<file path="src/rtl/case_conv_arbiter.sv">
// case_conv_arbiter: two-channel round-robin arbiter feeding a shared ASCII case converter with a registered output and a converted-letter counter
module case_conv_arbiter #(
  parameter int CNT_W   = 16,
  parameter int NUM_REQ = 2
) (
  input  logic               clk,
  input  logic               rst_n,
  input  logic [NUM_REQ-1:0] req_valid,
  output logic [NUM_REQ-1:0] req_ready,
  input  logic [7:0]         req_data0,
  input  logic [7:0]         req_data1,
  input  logic [1:0]         req_mode0,
  input  logic [1:0]         req_mode1,
  output logic               out_valid,
  input  logic               out_ready,
  output logic [7:0]         out_data,
  output logic               out_src,
  output logic               out_cap,
  output logic [CNT_W-1:0]   conv_cnt,
  input  logic               clr_cnt
);
  logic             valid_q, valid_d, src_q, src_d, cap_q, cap_d, rr_q, rr_d;
  logic [7:0]       data_q, data_d, sel_data, conv_data;
  logic [CNT_W-1:0] cnt_q, cnt_d;
  logic [1:0]       sel_mode;
  logic             can_accept, fire, win, letter, flip;
  always_comb begin
    can_accept = !valid_q | out_ready;
    // rst_n gating forces req_ready low while reset is held
    fire       = can_accept & (|req_valid) & rst_n;
    win        = (req_valid == 2'b11) ? rr_q : req_valid[1];
    req_ready  = fire ? (win ? 2'b10 : 2'b01) : 2'b00;
    sel_data   = win ? req_data1 : req_data0;
    sel_mode   = win ? req_mode1 : req_mode0;
    letter     = (sel_data[7:6] == 2'b01) && (sel_data[4:0] != 5'd0) && (sel_data[4:0] <= 5'd26);
    flip       = letter & ((sel_mode == 2'b11) | ((sel_mode == 2'b01) & sel_data[5]) | ((sel_mode == 2'b10) & !sel_data[5]));
    conv_data  = sel_data ^ {2'b00, flip, 5'b00000};
    valid_d    = fire ? 1'b1 : (out_ready ? 1'b0 : valid_q);
    data_d     = fire ? conv_data : data_q;
    src_d      = fire ? win : src_q;
    cap_d      = fire ? (letter & !conv_data[5]) : cap_q;
    rr_d       = fire ? !win : rr_q;
    cnt_d      = clr_cnt ? '0 : ((fire & flip & !(&cnt_q)) ? cnt_q + CNT_W'(1) : cnt_q);
  end
  always_ff @(posedge clk or negedge rst_n) begin
    if (!rst_n) begin
      valid_q <= 1'b0;
      data_q  <= 8'h00;
      src_q   <= 1'b0;
      cap_q   <= 1'b0;
      rr_q    <= 1'b0;
      cnt_q   <= '0;
    end else begin
      valid_q <= valid_d;
      data_q  <= data_d;
      src_q   <= src_d;
      cap_q   <= cap_d;
      rr_q    <= rr_d;
      cnt_q   <= cnt_d;
    end
  end
  assign out_valid = valid_q;
  assign out_data  = data_q;
  assign out_src   = src_q;
  assign out_cap   = cap_q;
  assign conv_cnt  = cnt_q;
endmodule

</file>
<file path="config.mk">
export PLATFORM = sky130hd
export DESIGN_NAME = case_conv_arbiter
export DESIGN_NICKNAME = d
export VERILOG_FILES = /design/src/rtl/case_conv_arbiter.sv
export SDC_FILE = /design/constraint.sdc
export NUM_CORES = 1
export LEC_CHECK = 0
export CAP_MARGIN = 10
export CORE_MARGIN = 2
export CORE_UTILIZATION = 40
export DETAILED_ROUTE_END_ITERATION = 10
export GPL_TIMING_DRIVEN = 1
export PLACE_DENSITY = 0.72
export SETUP_SLACK_MARGIN = 0.4
export SLEW_MARGIN = 30
export SYNTH_ARGS = -nofsm -noshare
export SYNTH_HDL_FRONTEND = slang
export SYNTH_SLANG_ARGS = --single-unit
</file>
<file path="constraint.sdc">
create_clock -name clk -period 2.9 [get_ports clk]
set_input_delay 0.58 -clock clk [delete_from_list [all_inputs] [get_ports clk]]
set_output_delay 0.58 -clock clk [all_outputs]
set_load 0.03 [all_outputs]
</file>
# [Word level (Yosys, flattened, before mapping)]
# Cells that the tools add are included.
[op_classes] add_sub_neg=1 shift=0 n_mul=0 n_lt_le_gt_ge=1 n_eq_ne=5 n_div=0 n_bitwise=12 muxes=9 n_reduce_logical=12
[ops] op="$mux W16" n=2
[ops] op="$add A16 B1 Y16 const B" n=1
[ops] op="$reduce_and A16 Y1" n=1
[ops] op="$and A1 B1 Y1" n=8
[ops] op="$mux W8" n=1
[ops] op="$xor A8 B6 Y8" n=1
[ops] op="$eq A2 B2 Y1 const B" n=3
[ops] op="$mux W2" n=3
[ops] op="$le A5 B5 Y1 const B" n=1
[ops] op="$logic_not A1 Y1" n=5
[ops] op="$reduce_bool A5 Y1" n=1
[ops] op="$eq A2 B1 Y1 const B" n=2
[ops] op="$reduce_bool A2 Y1" n=2
[ops] op="$mux W1" n=3
[ops] op="$or A1 B1 Y1" n=3
[ops] op="$logic_and A1 B1 Y1" n=2
[ops] op="$reduce_or A2 Y1" n=1
[totals] elab_cells=46 out_inout_bits=29 reg_bits=28 mem_count=0 rom_bits=0 mem_bits_rw=0 latch_bits=0

# [Logic depth before layout (Yosys ltp)]
# Gate-level depths: netlist (run 1).
[depth] ltp_word=12 ltp_mapped=7 mapped_depth_nobuf=6

# [Worst setup path after synthesis (run 1)]
# No wires, ideal clock.
[synth_path] kind="input-to-reg" startpoint="input port req_valid[0]" endpoint="register cnt_q[3] (netlist: conv_cnt[3])" slack_ps=680 t_arrival_ps=2096 stages=7 required_time_ps=2775 setup_time_ps=125 path_cell_list="nand2b_4 -> and2_4 -> buf_6 -> o32a_1 -> buf_2 -> nor4_1 -> mux2_2"
[synth_via] elab_chain_len=11 elab_cells_between_ends=24
[synth_lines] item="start, declared" line_no="8" rtl="input logic [NUM_REQ-1:0] req_valid,"
[synth_lines] item="$eq A2 B2 Y1" line_no="31" rtl="win = (req_valid == 2'b11) ? rr_q : req_valid[1];"
[synth_lines] item="$mux W1" line_no="31"
[synth_lines] item="$mux W2" line_no="34" rtl="sel_mode = win ? req_mode1 : req_mode0;"
[synth_lines] item="$eq A2 B1 Y1" line_no="36" rtl="flip = letter & ((sel_mode == 2'b11) | ((sel_mode == 2'b01) & sel_data[5]) | ((sel_mode == 2'b10) & !sel_data[ ..."
[synth_lines] item="$and A1 B1 Y1" line_no="36"
[synth_lines] item="$or A1 B1 Y1 (2 in series)" line_no="36"
[synth_lines] item="$and A1 B1 Y1" line_no="36"
[synth_lines] item="$and A1 B1 Y1 (*) (2 in series)" line_no="43" rtl="cnt_d = clr_cnt ? '0 : ((fire & flip & !(&cnt_q)) ? cnt_q + CNT_W'(1) : cnt_q);"
[synth_lines] item="$reduce_bool A2 Y1 (no line) (*)"
[synth_lines] item="end signal, assigned" line_no="59" rtl="cnt_q <= cnt_d;"
[synth_lines] item="end, declared" line_no="24" rtl="logic [CNT_W-1:0] cnt_q, cnt_d;"
# Every way passes the cells marked *; elsewhere a longest branch is shown, timed or not.
# A chain may end at the register's enable or synchronous reset.

# [Final worst setup path (run 1)]
[layout_path] startpoint="input port req_valid[1]" endpoint="register cnt_q[11] (netlist: conv_cnt[11])"
# The elaborated chain is that of the path after synthesis.

==> results of run 1 <==
layout make-up:
| type | instances | area share (%) |
|---|---|---|
| clock buffer | 3 | 1.65 |
| timing repair buffer | 65 | 25.3 |
| sequential | 28 | 28.0 |
| tap | 52 | 2.60 |
| inverter | 1 | 0.150 |
| clock inverter | 1 | 1.20 |
| multi-input combinational | 154 | 41.1 |
power breakdown:
group          switching (mW)  internal (mW)
combinational           0.163          0.136
clock                   0.128          0.185
sequential             0.0142          0.420
worst paths after layout:
kind / depth (start not counted) / start / to
setup / recovery: 5 / req_valid[1] / conv_cnt[11]$_DFFE_PN0P_
hold / removal: 1 / rr_q$_DFFE_PN0P_ / rr_q$_DFFE_PN0P_
setup reg to reg: 6 / conv_cnt[0]$_DFFE_PN0P_ / conv_cnt[12]$_DFFE_PN0P_
hold reg to reg: 1 / rr_q$_DFFE_PN0P_ / rr_q$_DFFE_PN0P_
max in group asynchronous: 2 / rst_n / conv_cnt[4]$_DFFE_PN0P_
min in group asynchronous: 2 / rst_n / out_data[7]$_DFFE_PN0P_
metal layers:
layer	part of all wire, %	GRT usage [%]	vias to the layer above
met1	49	25.9	777
met5	0	0	-
met4	1.1	5.13	0
met3	6.5	3.46	4
met2	43	28.3	53
li1	-	-	832
state kept, by name, summed over array words and instances (netlist names):
name and cells:
out_src 1, out_data 8, rr_q 1, out_valid 1, conv_cnt 16, out_cap 1
metrics by stage:
| stage | worst slack, ns | util, % | area [sq um] | cells |
|---|---|---|---|---|
| final | 0.456 | 58.4 | 2510 | 304 |
| after detailed placement | 0.0732 | 54.7 | 2350 | 295 |
| after global placement | 0.129 | 54.7 | 2350 | 295 |
| after floorplan | 0.680 | - | 1750 | 194 |
| after CTS | 0.403 | 56.5 | 2430 | 299 |
| after global routing | 0.385 | 58.4 | 2510 | 304 |
cells in the final DEF (no fill, tap or decap), types with 2 or more instances in the layout:
master / count
clkdlybuf4s50_1: 51
dfrtp_1: 28
nor2_1: 20
nand2_1: 20
nor2b_1: 14
mux2_2: 11
buf_4: 10
mux2i_1: 9
nand3_1: 8
o21ai_0: 8
a21oi_1: 7
or4_1: 6
nand4_1: 6
nor4_2: 6
o31ai_1: 6
nand2b_1: 5
nor4_1: 4
clkbuf_8: 3
o22ai_1: 2
nor3_1: 2
or3_1: 2
or4b_1: 2
a21o_1: 2
logic make-up (layout without fill, tap and decap cells):
kind of cell,after synthesis,count (layout),share of synthesized area (%)
buffers and inverters,12,70,3.57
DFF,28,28,40.0
adders and majority gates,1,1,0.714
muxes,20,20,12.2
and+or+nand+nor,100,100,31.4
AOI/OAI and AO/OA,33,33,12.1
what timing repair did:
item,4_1_cts,5_1_grt
setup buffers,0,4
gates cloned,0,1
endpoints found under the setup margin,5,11
resized for setup,2,8
endpoints found under the hold margin,0,0
pin swaps,0,2
worst reg2reg max path, stage by stage (launching register included):
cell and delay [ns]:
dfrtp_1 0.43, ha_1 0.25, nand3_1 0.11, nor4_2 0.75, buf_4 0.31, nor4_1 0.07
mux2_2 0.29
==> summary.md, run 1 <==
| Metric | Value |
|---|---|
| Seq/Total Area, Yosys | `40.0%` |
| Via count | `1666` |
| FF+latch count, synth | `28` |
| Clock Pin Slew Worst Setup and Hold Paths | `0.10 ns` |
| Initial DRC count | `124` |
| Most common cell in the netlist | `dfrtp_1` |
| Multi-input gate area | `1030 sq um` |
| Worst Path Max Fanout | `21` |
| DP HPWL | `2960 microns` |
| Fin crit share | `84.3%` |
| First-pass GRT wire length | `7330 microns` |
| Total wire length | `4450 microns` |
| Initial Util | `40.8%` |
| Area contributors post-synth | `dfrtp_1, mux2_2, mux2i_1` |
| CTS max path bufs | `2` |
| Skew-Pair Late Insertion Delay | `0.28 ns` |
| Placement Rows | `24` |
| Final Critical Period | `2.44 ns` |
| Fmax | `409 MHz` |
| Synth Cell Area | `1750 sq um` |
| Max_slew headroom | `44.0%` |
| Post-Syn Nets | `221` |
| Grt total ovfl | `0` |
| Gr usage total | `18.2%` |
| Drt drc | `0` |
| Unrepaired setup endpoints after global routing | `true` |
| Pwr Density | `418 nW/um^2` |
| Avg Cell Area, Syn | `9.03 sq um` |
| Leak pwr | `0.996 nW` |
| Top_reg_cell synth | `dfrtp_1` |
| Horiz. Die Dim | `70.2 microns` |
| Reg-to-reg slack, setup | `0.61 ns` |
| Startpoint types | `primary input` |
| Die area | `4920 sq um` |
| Worst path cell trace | `clkdlybuf4s50_1, o211ai_1, a311o_2, nor4_1, mux2_2` |
| CP Capture Type | `flop` |
| Antenna Nets Post-Route | `0` |
| Max Cap Violations | `0` |
| Layout filler cell count | `409` |
| Via density | `5.48` |
| CTS tree | `yes` |
| CP Buf/Inv Count | `1` |
| Synth top area share | `40.0%` |
| Final Hold Vio Count | `0` |
| Clock skew | `0.00948 ns` |
| Die height | `70.2 microns` |
| Number of port buffers | `54` |
| Final TNS setup | `0 ns` |
| Worst hold slack | `0.486 ns` |
| Setup violations, final | `0` |
| Nets | `280` |
| Slowest-stage cell, CP | `clkdlybuf4s50_1` |
| Mapped Cells | `194` |
| GPL Wtd Cong | `0.848` |
| Peak VDD IR | `189 uV` |
| Worst EP required | `3.08 ns` |
| Worst path max stage delay | `0.57 ns` |
| Share of cells above drive strength 1 | `15.9%` |
| Tightest Hold Check Type | `reg -> reg` |
| Slew @ Worst Pin | `0.834 ns` |
| Wirelength per Cell | `14.6 microns` |
| Worst Path Class, Setup | `in -> reg` |
| Antenna violations before repair | `0` |
| Post-synth top area cell | `dfrtp_1` |
| Vias in the first global route | `1557` |
| Yosys warning count | `0` |
| Ant diodes | `0` |
| Core region area | `4290 sq um` |
| Total I/O pin count | `55` |
| CP delay by family, top | `compound AO/OA/AOI/OAI gates` |
| Area growth syn-to-layout | `43.1%` |
| Run status | `finished, final reports clean` |
| Critical Path AT | `2.62 ns` |
| Post-synth EDFFs | `0` |
| Total power | `1.05 mW` |
| Commonest cells in the netlist | `dfrtp_1, nand2_1, nor2_1, nor2b_1, mux2_2` |
| Root buf cell | `clkbuf_8` |
| Max-slew violations | `0` |
| Yosys cell types | `37` |
| Num CTS Buffers | `3` |
| Post-CTS Hold Buffers | `0` |
| FFs w/ async S/R, synth | `100%` |
| Detailed Routing Iterations Pass 1 | `4` |
| H-tree levels | `1` |
| Largest net degree at the start of global routing | `29` |
| Register area | `701 sq um` |
| Clk sinks | `28` |
Power figures use the tool's default switching activity.
==> run 2: changes to the inputs <==
==> constraint.sdc (replaced) <==
create_clock -name clk -period 2.5 [get_ports clk]
set_input_delay 0.5 -clock clk [delete_from_list [all_inputs] [get_ports clk]]
set_output_delay 0.5 -clock clk [all_outputs]
set_load 0.03 [all_outputs]
==> run 2 against run 1 <==
Non-clock buffer count grew 37; power increased by 24%; critical path depth rose by 3; sequential power rose by 17%; critical path type unchanged; utilization up 16 points; clock skew fell by 0.0060 ns; sequential share of layout area shrank 5.9 points; worst hold slack got worse by 0.045 ns; die area unchanged; flip-flop and latch count stayed put.
==> summary.md, run 2 (synthesis gave the netlist of run 1 again) <==
| Metric | Value |
|---|---|
| Run status | `finished, final reports clean` |
| Reg2Reg Depth | `7 (+1)` |
| Core region area | `4290 sq um (unchanged)` |
| Startpoint types | `primary input` |
| CTS max path bufs | `2 (unchanged)` |
| Via count | `1998 (+20%)` |
| Horiz. Die Dim | `70.2 microns (unchanged)` |
| Finished Core Util | `74.5% (+16 points)` |
| Antenna violations before repair | `0 (unchanged)` |
| Total power | `1.29 mW (+24%)` |
| Worst setup margin | `0.299 ns (-0.157 ns)` |
| GPL Wtd Cong | `0.914 (+7.8%)` |
| Num CTS Buffers | `3 (unchanged)` |
| Pwr Density | `404 nW/um^2 (-3.1%)` |
| Peak VDD IR | `301 uV (+59%)` |
| Clock Pin Slew Worst Setup and Hold Paths | `0.10 ns (about the same)` |
| Root buf cell | `clkbuf_8` |
| Design area | `3200 sq um (+28%)` |
| Tightest Hold Check Type | `in -> async` |
| Slew @ Worst Pin | `0.380 ns (-0.454 ns)` |
| Largest net degree at the start of global routing | `29 (unchanged)` |
| Total wire length | `6390 microns (+43%)` |
| Share of cells above drive strength 1 | `38.4% (+23 points)` |
| Skew-Pair Late Insertion Delay | `0.28 ns (about the same)` |
| Final Hold Vio Count | `0 (unchanged)` |
| Die area | `4920 sq um (unchanged)` |
| Drt drc | `0 (unchanged)` |
| DP HPWL | `3290 microns (+11%)` |
| Clock skew | `0.00345 ns (-0.00603 ns)` |
| Clk sinks | `28 (unchanged)` |
| Worst EP required | `2.71 ns (-0.37 ns)` |
| Initial DRC count | `132 (+6.5%)` |
| Max-slew violations | `0 (unchanged)` |
| Pre-CTS WS | `-0.113 ns (-0.186 ns)` |
| Area growth syn-to-layout | `82.6%` |
| Gr usage total | `24.9% (+6.7 points)` |
| Max reg flops | `16 (unchanged)` |
| Final TNS setup | `0 ns (unchanged)` |
| Max_slew headroom | `74.7% (+31 points)` |
| Nets | `317 (+13%)` |
| Placement Rows | `24 (unchanged)` |
| Setup violations, final | `0 (unchanged)` |
| DP Area | `2500 sq um (+6.3%)` |
| Commonest non-fill, non-tap cell in the layout | `buf_4` |
| Ant diodes | `0 (unchanged)` |
| First-pass GRT wire length | `9900 microns (+35%)` |
| CP Capture Type | `flop` |
| Via density | `5.86 (+6.9%)` |
| Grt total ovfl | `0 (unchanged)` |
| Fin crit share | `88.0%` |
| Unrepaired setup endpoints after global routing | `true` |
| Initial Util | `40.8% (unchanged)` |
| Leak pwr | `1.32 nW (+32%)` |
| Most frequent cells in the layout | `buf_4, clkdlybuf4s50_1, dfrtp_1` |
| Vias in the first global route | `1992 (+28%)` |
| Worst Path Max Fanout | `5 (-76%)` |
| Number of port buffers | `54 (unchanged)` |
| Fmax | `454 MHz` |
| Worst Path Class, Setup | `in -> reg` |
| Wirelength per Cell | `18.7 microns (+28%)` |
| Antenna Nets Post-Route | `0 (unchanged)` |
| H-tree levels | `1 (unchanged)` |
| Detailed Routing Iterations Pass 1 | `4 (unchanged)` |
| CTS tree | `yes` |
| Final Critical Period | `2.20 ns` |
| Critical Path AT | `2.41 ns (-0.21 ns)` |
| Total I/O pin count | `55 (unchanged)` |
| Die height | `70.2 microns (unchanged)` |
| Max Cap Violations | `0 (unchanged)` |
## run 2: cell types whose count changed in the layout (fill, tap and decap cells not counted), moves of 5 or more
cell	delta
or4_1	-5
mux2_4	+9
mux2_2	-9
dlygate4sd2_1	+19
clkdlybuf4s50_1	-23
a21oi_1	-5
clkdlybuf4s15_1	+5
a21oi_2	+5
or4_4	+5
nor4_2	-6
nor4_4	+10
buf_4	+26
## run 2: repair_timing
item / CTS / global route
cloned: 5 / 1
buffers inserted: 12 / 10
hold buffers: 0 / 0
pin swaps: 19 / 12
resized for setup: 81 / 22
setup endpoints to repair: 18 / 18
## run 2: per-layer routing
metal  GRT usage (%)  routed length (microns)
met5               0                        0
met4            8.12                      109
met1            34.5                     2700
met3            2.45                      368
met2            40.8                     3210
## run 2: cell type report
cell class,count,area (sq um)
tap,52,65.1
sequential,28,704
fill,278,1100
timing repair buffer,102,1020
clock buffer,4,55.1
inverter,1,3.75
multi-input combinational,154,1350
## run 2: per-stage QoR
step / instances / hold WS, ns
after floorplan: 194 / 0.204
after global placement: 309 / 0.461
after detailed placement: 309 / 0.472
after CTS: 330 / 0.460
after global routing: 341 / 0.469
final: 341 / 0.441
## run 2: worst max-delay path: stages
cell	delay (ns)
dlygate4sd2_1	0.31
a21oi_2	0.19
o22ai_4	0.09
o32a_4	0.36
buf_6	0.15
buf_16	0.13
or4_1	0.52
a21oi_1	0.16
## run 2: path summary, 6_finish.rpt
kind / startpoint / end / slack [ns]
worst max-delay path: req_data0[2] / conv_cnt[5]$_DFFE_PN0P_ / 0.30
worst min-delay path: rst_n / conv_cnt[3]$_DFFE_PN0P_ / 0.44
worst max register to register: rr_q$_DFFE_PN0P_ / conv_cnt[5]$_DFFE_PN0P_ / 0.34
worst min register to register: out_data[2]$_DFFE_PN0P_ / out_data[2]$_DFFE_PN0P_ / 0.49
max in group asynchronous: rst_n / conv_cnt[0]$_DFFE_PN0P_ / 1.76
min in group clk: out_data[2]$_DFFE_PN0P_ / out_data[2]$_DFFE_PN0P_ / 0.49
## run 2: report_power, final
part | leakage (nW) | internal [mW] | total, mW | switching [mW]
logic | 0.923 | 0.236 | 0.488 | 0.252
registers | 0.367 | 0.487 | 0.507 | 0.0194
clock network | 0.0288 | 0.142 | 0.299 | 0.157
==> run 3: changes to the inputs <==
--- a/config.mk
+++ b/config.mk
@@ -6,7 +6,7 @@
 export NUM_CORES = 1
 export LEC_CHECK = 0
 export CAP_MARGIN = 10
-export CORE_MARGIN = 2
+export CORE_MARGIN = 1
 export CORE_UTILIZATION = 40
 export DETAILED_ROUTE_END_ITERATION = 10
 export GPL_TIMING_DRIVEN = 1
==> run 3 against run 2 <==
Power increased by 4.3%; combinational power decreased by 1%; count of clock-buffer cells in the layout decreased by 1; sequential share of layout area increased by 0.40 points; die area decreased by 5.6%; via count decreased by 0.25%; critical path type is now reg -> reg; critical endpoint is now conv_cnt[2]$_DFFE_PN0P_; largest power group unchanged; highest routed layer unchanged.
==> summary.md, run 3 (synthesis gave the netlist of run 1 again) <==
| Metric | Value |
|---|---|
| Startpoint types | `flop` |
| Final Critical Period | `2.17 ns (-0.0327 ns)` |
| Final std cells w/o fill | `344 (+0.88%)` |
| Max_slew headroom | `76.1% (+1.5 points)` |
| Register area | `703 sq um (-0.18%)` |
| Drt drc | `0 (unchanged)` |
| Wirelength per Cell | `18.4 microns (-2.0%)` |
| Nets | `321 (+1.3%)` |
| H-tree levels | `1 (unchanged)` |
| Slowest-stage cell, CP | `or4_4` |
| Peak VDD IR | `349 uV (+16%)` |
| CP Buf/Inv Count | `2 (-1)` |
| Worst EP required | `2.72 ns (about the same)` |
| Antenna violations before repair | `1 (+1)` |
| Setup violations, final | `0 (unchanged)` |
| Worst setup margin | `0.332 ns (+0.0327 ns)` |
| Grt total ovfl | `0 (unchanged)` |
| Commonest non-fill, non-tap cell in the layout | `buf_4` |
| Gr usage total | `27.4% (+2.6 points)` |
| Max-slew violations | `0 (unchanged)` |
| Clock Pin Slew Worst Setup and Hold Paths | `0.10 ns (about the same)` |
| Number of port buffers | `54 (unchanged)` |
| Detailed Routing Iterations Pass 1 | `4 (unchanged)` |
| Antenna Nets Post-Route | `0 (unchanged)` |
| Critical Path AT | `2.38 ns (-0.03 ns)` |
| Post-CTS Hold Buffers | `0 (unchanged)` |
| Via density | `5.79 (-1.1%)` |
| Worst Path Max Fanout | `8 (+3)` |
| Fin crit share | `86.7% (-1.3 points)` |
| First-pass GRT wire length | `9270 microns (-6.4%)` |
| Placed cells | `311 (+0.65%)` |
| Finished Core Util | `76.2% (+1.7 points)` |
| Vias in the first global route | `1928 (-3.2%)` |
| Leak pwr | `1.30 nW (-1.4%)` |
| Total I/O pin count | `55 (unchanged)` |
| Final Hold Vio Count | `0 (unchanged)` |
| Initial DRC count | `116 (-12%)` |
| Unrepaired setup endpoints after global routing | `true` |
| CP delay by family, top | `simple AND/OR/NAND/NOR gates` |
| DP HPWL | `3530 microns (+7.1%)` |
| Slew @ Worst Pin | `0.358 ns (-0.0221 ns)` |
| Max Cap Violations | `0 (unchanged)` |
| Largest net degree at the start of global routing | `29 (unchanged)` |
| Clock skew | `0.00635 ns (+0.00290 ns)` |
| Pre-CTS WS | `-0.177 ns (-0.0637 ns)` |
| Pwr Density | `430 nW/um^2 (+6.4%)` |
| Root buf cell | `clkbuf_8` |
| Num CTS Buffers | `3 (unchanged)` |
| CP Capture Type | `flop` |
| Layout filler cell count | `275 (-1.1%)` |
| Worst Path Class, Setup | `reg -> reg` |
| Most frequent cells in the layout | `buf_4, clkdlybuf4s50_1, dfrtp_1` |
| Placement Rows | `23 (-4.2%)` |
| Fmax | `461 MHz (+1.5%)` |
| Final TNS setup | `0 ns (unchanged)` |
| Worst path max stage delay | `0.47 ns (-0.05 ns)` |
| Horiz. Die Dim | `68.2 microns (-2.9%)` |
| Tightest Hold Check Type | `in -> async` |
| Via count | `1993 (-0.25%)` |
| Die height | `68.2 microns (-2.9%)` |
| Area growth syn-to-layout | `79.0%` |
| GPL Wtd Cong | `0.902 (-1.3%)` |
| CTS max path bufs | `2 (unchanged)` |
| Worst path cell trace | `nand2b_4, and2_4, o32a_1, buf_12, buf_8, or4_4, a21oi_2` |
| Initial Util | `42.6% (+1.8 points)` |
| Share of cells above drive strength 1 | `41.0% (+2.5 points)` |
| Run status | `finished, final reports clean` |
| Worst hold slack | `0.438 ns (-0.00380 ns)` |
| Skew-Pair Late Insertion Delay | `0.28 ns (about the same)` |
| Multi-input gate area | `1310 sq um (-2.8%)` |
| Core region area | `4120 sq um (-4.2%)` |
| Clk sinks | `28 (unchanged)` |
| Die area | `4650 sq um (-5.6%)` |
| Max reg flops | `16 (unchanged)` |
| CTS tree | `yes` |
| Total wire length | `6320 microns (-1.1%)` |
## run 3: cell count changes in the layout (fill, tap and decap cells not counted), moves of 2 or more
cell	change
buf_4	+5
clkdlybuf4s15_1	-5
clkbuf_2	+8
dlygate4sd2_1	-3
buf_16	-2
## run 3: per-stage QoR
stage	cell area, sq um	total power [mW]
detailed placement	2530	0.884
finish	3140	1.35
floorplan	1780	0.698
CTS	3040	1.32
global placement	2530	0.879
global route	3140	1.41
## run 3: path summary, 6_finish.rpt
path,slack (ns),from,cells past startpoint,endpoint
setup / recovery,0.33,rr_q$_DFFE_PN0P_,7,conv_cnt[2]$_DFFE_PN0P_
hold / removal,0.44,rst_n,2,out_data[5]$_DFFE_PN0P_
setup reg to reg,0.33,rr_q$_DFFE_PN0P_,7,conv_cnt[2]$_DFFE_PN0P_
hold reg to reg,0.49,out_data[2]$_DFFE_PN0P_,2,out_data[2]$_DFFE_PN0P_
max in group asynchronous,1.78,rst_n,2,conv_cnt[1]$_DFFE_PN0P_
min in group clk,0.49,out_data[2]$_DFFE_PN0P_,2,out_data[2]$_DFFE_PN0P_
## run 3: timing repair
item                       CTS  global route
gates resized for setup     83            25
setup endpoints to repair   19            18
setup buffers               15             9
gates cloned                 4             0
pin swaps                   24            11
## run 3: area by class of cell
type / instances / area share (%)
repair buffers: 106 / 31.2
clock inverters: 1 / 0.958
well taps: 50 / 2.00
diodes: 1 / 0.0798
inverters: 1 / 0.120
multi-input cells: 154 / 41.9
flip-flops and latches: 28 / 22.4
clock buffers: 3 / 1.32
## run 3: power by group
part / switching (mW) / internal (mW)
combinational: 0.248 / 0.233
sequential: 0.0209 / 0.487
clock: 0.146 / 0.214
## run 3: layer usage
metal / share of wire [%] / GRT usage, %
met5: 0 / 0
met3: 4.2 / 4.33
met1: 43 / 35.7
met4: 2.4 / 13.0
met2: 50 / 44.0
